File: src/rtl/ternary_weight_loader_pkg.sv
// Shared types and constants for the ternary weight loader and the multiplier it feeds.
package ternary_weight_loader_pkg;

  typedef enum logic [1:0] {StIdle, StLoad, StReady, StRun} state_e;

  localparam logic [1:0] TERN_ZERO = 2'b00;
  localparam logic [1:0] TERN_POS  = 2'b01;
  localparam logic [1:0] TERN_NEG  = 2'b11;
  localparam logic [1:0] TERN_BAD  = 2'b10;

  localparam int unsigned DEF_IN_LEN    = 16;
  localparam int unsigned DEF_OUT_LEN   = 8;
  localparam int unsigned DEF_BIT_WIDTH = 8;

endpackage

File: src/rtl/ternary_row_sanitize.sv
// Combinational clean-up of one weight row: the illegal 2'b10 code is forced to zero and
// flagged so the caller can record it.
module ternary_row_sanitize
  import ternary_weight_loader_pkg::*;
#(
  parameter int unsigned OUT_LEN = DEF_OUT_LEN
) (
  input  logic [2*OUT_LEN-1:0] row_in,
  output logic [2*OUT_LEN-1:0] row_out,
  output logic                 any_bad
);

  always_comb begin
    row_out = row_in;
    any_bad = 1'b0;
    for (int i = 0; i < OUT_LEN; i++) begin
      if (row_in[2*i +: 2] == TERN_BAD) begin
        row_out[2*i +: 2] = TERN_ZERO;
        any_bad           = 1'b1;
      end
    end
  end

endmodule

File: src/rtl/ternary_weight_loader.sv
// Loads the ternary weight matrix one row per beat, then streams registered activation
// pairs to the multiplier while holding the weights stable.
module ternary_weight_loader
  import ternary_weight_loader_pkg::*;
#(
  parameter int unsigned IN_LEN    = DEF_IN_LEN,
  parameter int unsigned OUT_LEN   = DEF_OUT_LEN,
  parameter int unsigned BIT_WIDTH = DEF_BIT_WIDTH
) (
  input  logic                          clk,
  input  logic                          rst_n,
  input  logic                          load_start,
  input  logic                          start,
  input  logic                          stop,
  input  logic                          data_valid,
  input  logic [2*OUT_LEN-1:0]          data_in,
  output logic [2*IN_LEN*OUT_LEN-1:0]   w_out,
  output logic [2*BIT_WIDTH-1:0]        vec_out,
  output logic                          mult_en,
  output logic                          weights_ready,
  output logic                          bad_code,
  output logic [$clog2(IN_LEN)-1:0]     beat_cnt
);

  localparam int unsigned RowW = 2 * OUT_LEN;
  localparam int unsigned CntW = $clog2(IN_LEN);

  state_e                       state_q, state_d;
  logic [2*IN_LEN*OUT_LEN-1:0]  w_q;
  logic [2*BIT_WIDTH-1:0]       vec_q;
  logic                         en_q;
  logic                         bad_q;
  logic [CntW-1:0]              cnt_q;

  logic [RowW-1:0]              row_clean;
  logic                         row_bad;
  logic                         last_beat;

  ternary_row_sanitize #(
    .OUT_LEN (OUT_LEN)
  ) u_sanitize (
    .row_in  (data_in),
    .row_out (row_clean),
    .any_bad (row_bad)
  );

  assign last_beat = (cnt_q == CntW'(IN_LEN - 1));

  always_ff @(posedge clk or negedge rst_n) begin
    if (!rst_n) begin
      state_q <= StIdle;
    end else begin
      state_q <= state_d;
    end
  end

  // load_start wins from every state, over both start and stop.
  always_comb begin
    state_d = state_q;
    if (load_start) begin
      state_d = StLoad;
    end else begin
      unique case (state_q)
        StLoad:  if (data_valid && last_beat) state_d = StReady;
        StReady: if (start) state_d = StRun;
        StRun:   if (stop) state_d = StIdle;
        default: state_d = state_q;
      endcase
    end
  end

  always_comb begin
    weights_ready = (state_q == StReady) || (state_q == StRun);
  end

  // The restart edge never writes a row; rows not yet rewritten keep their old contents.
  always_ff @(posedge clk or negedge rst_n) begin
    if (!rst_n) begin
      w_q   <= '0;
      vec_q <= '0;
      en_q  <= 1'b0;
      bad_q <= 1'b0;
      cnt_q <= '0;
    end else if (load_start) begin
      cnt_q <= '0;
      bad_q <= 1'b0;
      en_q  <= 1'b0;
      vec_q <= '0;
    end else begin
      unique case (state_q)
        StLoad: begin
          if (data_valid) begin
            for (int r = 0; r < IN_LEN; r++) begin
              if (cnt_q == CntW'(r)) w_q[r*RowW +: RowW] <= row_clean;
            end
            bad_q <= bad_q | row_bad;
            cnt_q <= last_beat ? '0 : cnt_q + 1'b1;
          end
        end
        StReady: begin
          if (start) begin
            vec_q <= data_in;
            en_q  <= 1'b1;
          end
        end
        StRun: begin
          if (stop) begin
            vec_q <= '0;
            en_q  <= 1'b0;
          end else begin
            vec_q <= data_in;
          end
        end
        default: ;
      endcase
    end
  end

  assign w_out    = w_q;
  assign vec_out  = vec_q;
  assign mult_en  = en_q;
  assign bad_code = bad_q;
  assign beat_cnt = cnt_q;

endmodule

File: config.mk
export PLATFORM = sky130hd
export DESIGN_NAME = ternary_weight_loader
export DESIGN_NICKNAME = d
export VERILOG_FILES = /design/src/rtl/ternary_weight_loader_pkg.sv /design/src/rtl/ternary_row_sanitize.sv /design/src/rtl/ternary_weight_loader.sv
export SDC_FILE = /design/constraint.sdc
export NUM_CORES = 1
export LEC_CHECK = 0
export ABC_AREA = 1
export CAP_MARGIN = 0
export CORE_ASPECT_RATIO = 1.75
export CORE_UTILIZATION = 43
export CTS_BUF_LIST = sky130_fd_sc_hd__clkbuf_4 sky130_fd_sc_hd__clkbuf_8 sky130_fd_sc_hd__clkbuf_16
export CTS_CLUSTER_DIAMETER = 30
export CTS_CLUSTER_SIZE = 20
export DETAILED_ROUTE_END_ITERATION = 12
export HOLD_SLACK_MARGIN = 0.1
export PLACE_DENSITY = 0.77
export SLEW_MARGIN = 40
export SYNTH_ARGS = -nofsm -noshare
export SYNTH_HDL_FRONTEND = slang
export SYNTH_SLANG_ARGS = --single-unit
File: constraint.sdc
create_clock -name clk -period 1.7 [get_ports clk]
set_clock_uncertainty 0.1 [all_clocks]
set_input_delay 0.34 -clock clk [delete_from_list [all_inputs] [get_ports clk]]
set_output_delay 0.34 -clock clk [all_outputs]
set_load 0.05 [all_outputs]
* After elaboration in Yosys (flattened, before gate mapping)
Index checks and enable logic that the tools add are counted.
** Storage, ports and cells
- Memory bits (read-only) :: 0
- Bits in latches :: 0
- Memories kept :: 0
- Memory bits (writable) :: 0
- Bits in registers :: 280
- Output and inout bits :: 279
** Operators by class
- Magnitude comparators :: 0
- Shift-type cells :: 0
- Div/mod/pow operators :: 0
- Mux-type cells :: 36
- Bitwise operators :: 2
- Eq/ne operators :: 29
- Add/sub/neg operators :: 1
- Multiply operators :: 0
- Reduce and logical (&&, ||, !) cells :: 27
** Operators with widths (number)
- $reduce_and A4 Y1 :: 17
- $mux W16 :: 3
- $eq A4 B4 Y1 const B :: 8
- $pmux W16 S2 :: 1
- $mux W2 :: 12
- $eq A2 B2 Y1 const B :: 10
- $eq A4 B3 Y1 const B :: 4
- $mux W4 :: 4
- $mux W1 :: 14
- $ne A3 B3 Y1 const B :: 3
- $eq A4 B2 Y1 const B :: 2
- $pmux W2 S3 :: 1
- $add A4 B1 Y4 const B :: 1
- $eq A4 B1 Y1 const B :: 1
- $logic_not A4 Y1 :: 1
- $reduce_and A2 Y1 :: 2
- $reduce_bool A2 Y1 :: 2
- $reduce_bool A4 Y1 :: 1
- $reduce_and A3 Y1 :: 1
- $reduce_bool A3 Y1 :: 1
- $eq A2 B1 Y1 const B :: 1
- $pmux W1 S2 :: 1
- $logic_and A1 B1 Y1 :: 1
- $logic_or A1 B1 Y1 :: 1
- 2 further kinds :: 2

* Logic depth before layout (Yosys ltp)
- Word-level depth :: 13
- Mapped depth :: 8
- Depth with buffers taken out :: 7

* By module
Synthesis repeated with hierarchy kept, for this count alone.
** Unflattened totals
- Cell total of the unflattened synthesis :: 1209
- Area total of the unflattened synthesis :: 11212.0 um^2
** By module, submodules not included
- ternary_weight_loader :: area an instance 11035.6 um^2, times used 1, seq. area each 7006.7 um^2, cells each 1162
- ternary_row_sanitize :: area an instance 176.4 um^2, times used 1, seq. area each 0.0 um^2, cells each 47

* Worst setup path before layout
No wires, ideal clock.
- Kind :: register to register
- From :: register cnt_q[0] (netlist: beat_cnt[0])
- To :: register w_q[17] (netlist: w_out[17])
- Stages on the path, launching flop included :: 8
- Setup slack :: -174 ps
- Arrival time :: 1642 ps
- Data required time :: 1468 ps
- Cells stage by stage :: dfrtp_1 -> ha_1 -> inv_1 -> nor2_1 -> nand3_1 -> clkbuf_1 -> nand2_1 -> o21ai_0
** On the way
- Longest elaborated chain between the ends :: 2
** Ends and longest elaborated chain
- start: declaration :: line ternary_weight_loader.sv:33 : logic [CntW-1:0] cnt_q;
- start signal: assignment :: line ternary_weight_loader.sv:97 : cnt_q <= last_beat ? '0 : cnt_q + 1'b1;
- $eq A4 B1 Y1 :: line ternary_weight_loader.sv:94 : if (cnt_q == CntW'(r)) w_q[r*RowW +: RowW] <= row_clean;
- $reduce_and A4 Y1 (no source line)
- end signal: indexed assignment :: line ternary_weight_loader.sv:94
- end: declaration :: line ternary_weight_loader.sv:29 : logic [2*IN_LEN*OUT_LEN-1:0] w_q;
No other way between the ends.
A chain may end at the register's enable or synchronous reset.

* Final worst setup path
- From :: register cnt_q[1] (netlist: beat_cnt[1])
- To :: output beat_cnt[1]
** RTL lines
- end: declaration :: line ternary_weight_loader.sv:22 : output logic [$clog2(IN_LEN)-1:0] beat_cnt
No word-level cell between the ends.

==> reports/metrics.yaml <==
status: "complete, but fails checks"
failed_checks: "negative setup slack"
nNetsFinal: 1388
drt-pass1-iter-count: 5
postPlaceCellArea_um2: 13700
grt_pass1_vias: 8518
synth_area_per_cell_um2: 10.1
diodes: 0
design_area_um2: 15000
combPwrFrac_pct: 16.0
path_delay_family: "flip-flops"
port_buffers: 300
finalCritPeriodShare_pct: 101
cts_tree: "yes"
internal_power_uw: 11600
routed_wl_mm: 33.6
setup_slack_ps: -25.0
relSlewSlack_pct: 71.2
gr-total-overflow: 0
dieHeight_um: 207
cp_slowest_cell: "dfrtp_2"
synth.most_common_cell: "nand2_1"
slew_violations: 0
startpoint: "beat_cnt[1]"
gr-usage-all-layers_pct: 26.8
routedWlPerCell_um: 19.9
power.density_nw_per_um2: 1100
final_cells: 1690
drc: 0
startpoint_type: "register"
cts_buffers: 30
dieArea_um2: 24600
dp_hpwl_mm: 23.4
synthArstFlopShare_pct: 100
grt_pass1_wl_mm: 49.6
worstMarginPinSlew_ps: 432
num_rows: 74
drv_cap: 0
worst_hold_path_type: "input pin to asynchronous set/reset pin"
globalplace.congestion: 0.868
synth_edf_count: 0
min_period_ps: 1730
coreArea_um2: 23400
cts_root_buffer: "clkbuf_16"
whs_ps: 188
worst-path-max-fanout: 5
rsz0062_at_grt: "true"
die_w_um: 119
clkTransAtPathRegs_ps: 70
p_leak_uw: 0.00754
ys_top_cells_by_area: "dfrtp_1 68%, o21ai_0 11%, nand2_1 11%, o21ai_1 2.2%, buf_2 1.6%"
ys.flop_type: "dfrtp_1"
cts_sinks: 280
start_util_pct: 44.0
yosysUniqueCellTypes: 21
synth_area_leader_cell: "dfrtp_1"
cp-end-kind: "output port"
drtIter0Drc: 522
post-place-ws_ps: -328
fmax_mhz: 580
via_count: 8812
synth_top_area_share_pct: 68.0
ir_worst_vdd_mv: 0.969
seq_area_frac_synth_pct: 68.0
syn_inst: 1019
num_io_pins: 301
synth_common_cells: "302 x nand2_1, 280 x dfrtp_1, 232 x o21ai_0"
crit_path_max_incr_delay_ps: 450
clock_latency_ps: 560
r2r_start: "beat_cnt[1]"
cp.buffers_inverters: 2
final_util_pct: 63.9
ys_warn_count: 0
required_ps: 1260
drive_gt1_share_pct: 32.2
path_class: "register to output port"
dp_cells: 1626
syn-num-nets: 1045
antenna_found_initial: 0
arrival_ps: 1290
clkPwrFrac_pct: 40.3
ys_seq_elements: 280
finalHoldViolations: 0
finalSetupViolations: 3
ant_nets: 0
h-tree-depth: 1
path_cells: "buf_6, buf_12"
p_sw_uw: 4840
p_sw_share_pct: 29.4
viasPerCell: 5.21
syn_area_um2: 10300
syn_to_final_growth_pct: 45.4
p_seq_share_pct: 43.7
grt_max_degree: 48
clock_path_buffers: 3
[layout by cell type (no fill, tap or decap)]
| master | n |
|---|---|
| nand2_1 | 297 |
| nor3_4 | 2 |
| buf_4 | 314 |
| clkinv_8 | 1 |
| clkbuf_4 | 3 |
| o21ai_2 | 2 |
| nor2_1 | 11 |
| clkdlybuf4s50_1 | 20 |
| clkbuf_8 | 3 |
| clkbuf_16 | 34 |
| clkinvlp_4 | 6 |
| o211ai_1 | 1 |
| buf_8 | 1 |
| dfrtp_1 | 275 |
| nor2_4 | 4 |
| ha_1 | 4 |
| nand2_2 | 2 |
| a21oi_1 | 4 |
| inv_6 | 2 |
| nand3_1 | 22 |
| inv_2 | 6 |
| o21ai_1 | 65 |
| nand2_4 | 4 |
| buf_16 | 2 |
| dfrtp_2 | 5 |
| inv_1 | 27 |
| bufinv_16 | 2 |
| nand3_4 | 1 |
| clkinv_4 | 5 |
| buf_12 | 35 |
| xor2_1 | 1 |
| nor2_2 | 1 |
| buf_6 | 5 |
| or2_4 | 1 |
| o22ai_1 | 1 |
| o21ai_0 | 211 |
| nand3_2 | 2 |
| dlygate4sd3_1 | 1 |
| clkinv_2 | 3 |
[worst register-to-register path: stages, from the launching register on]
cell	delay [ps]
dfrtp_2	450
inv_2	80
ha_1	150
inv_1	60
nor2_4	120
buf_6	130
nand2_4	80
buf_12	160
o21ai_0	250
[kinds of logic (layout without fill, tap and decap cells)]
kind of cell,Yosys count,in the layout,synth area share (%)
simple gates,347,347,13.3
compound gates,284,284,13.9
flops,280,280,68.0
buf+inv,103,470,4.19
fa+ha+maj,4,4,0.486
xor+xnor,1,1,0.0851
[through the flow]
step | total power [uW] | setup TNS [ps]
4_1_cts | 16500 | -69.6
2_1_floorplan | 8740 | 0
6_report | 16500 | -51.7
5_1_grt | 17000 | -703
3_5_place_dp | 9900 | -68610
3_3_place_gp | 9860 | -56740
[area by class of cell]
| class | instances | area [um^2] |
|---|---|---|
| Multi-Input combinational cell | 636 | 2950 |
| Clock inverter | 19 | 198 |
| Clock buffer | 37 | 840 |
| Fill cell | 1838 | 8460 |
| Timing Repair Buffer | 381 | 3470 |
| Tap cell | 304 | 380 |
| Sequential cell | 280 | 7010 |
| Inverter | 33 | 124 |
[power by group through the flow]
stage	Clock (uW)	Sequential, uW	Combinational [uW]
2_1_floorplan	0	8340	393
3_3_place_gp	0	7290	2560
3_5_place_dp	0	7300	2600
4_1_cts	6720	7190	2620
5_1_grt	6980	7220	2770
6_report	6630	7200	2630
[what timing repair did]
item / CTS / global route
hold endpoints to repair: 280 / 0
gates cloned: 2 / 3
pin swaps: 1 / 1
endpoints found under the setup margin: 40 / 187
resized for setup: 12 / 43
setup buffers: 1 / 1
hold buffers: 1 / 0
[routing by layer]
metal | vias to the layer above | GRT usage [%] | routed length (um)
met4 | 0 | 14.5 | 1890
met3 | 105 | 3.98 | 1900
met5 | - | 0 | 0
met1 | 4292 | 30.6 | 12200
met2 | 392 | 48.3 | 17600
li1 | 4023 | - | -
[worst paths after layout]
check / cells past startpoint / endpoint / slack, ps
setup / recovery: 2 / beat_cnt[1] / -30
hold / removal: 2 / w_out[110] / 190
setup reg to reg: 8 / w_out[137] / -10
hold reg to reg: 2 / w_out[53] / 380
max in group asynchronous: 3 / w_out[217] / 690
min in group clk: 3 / vec_out[13] / 320
[flip-flops by register name, indices dropped and copies added, names as in the netlist]
register and cells:
bad_code 1, beat_cnt 4, mult_en 1, state_q 2, vec_out 16, w_out 256
No activity file was read; power rests on OpenSTA's default activity.
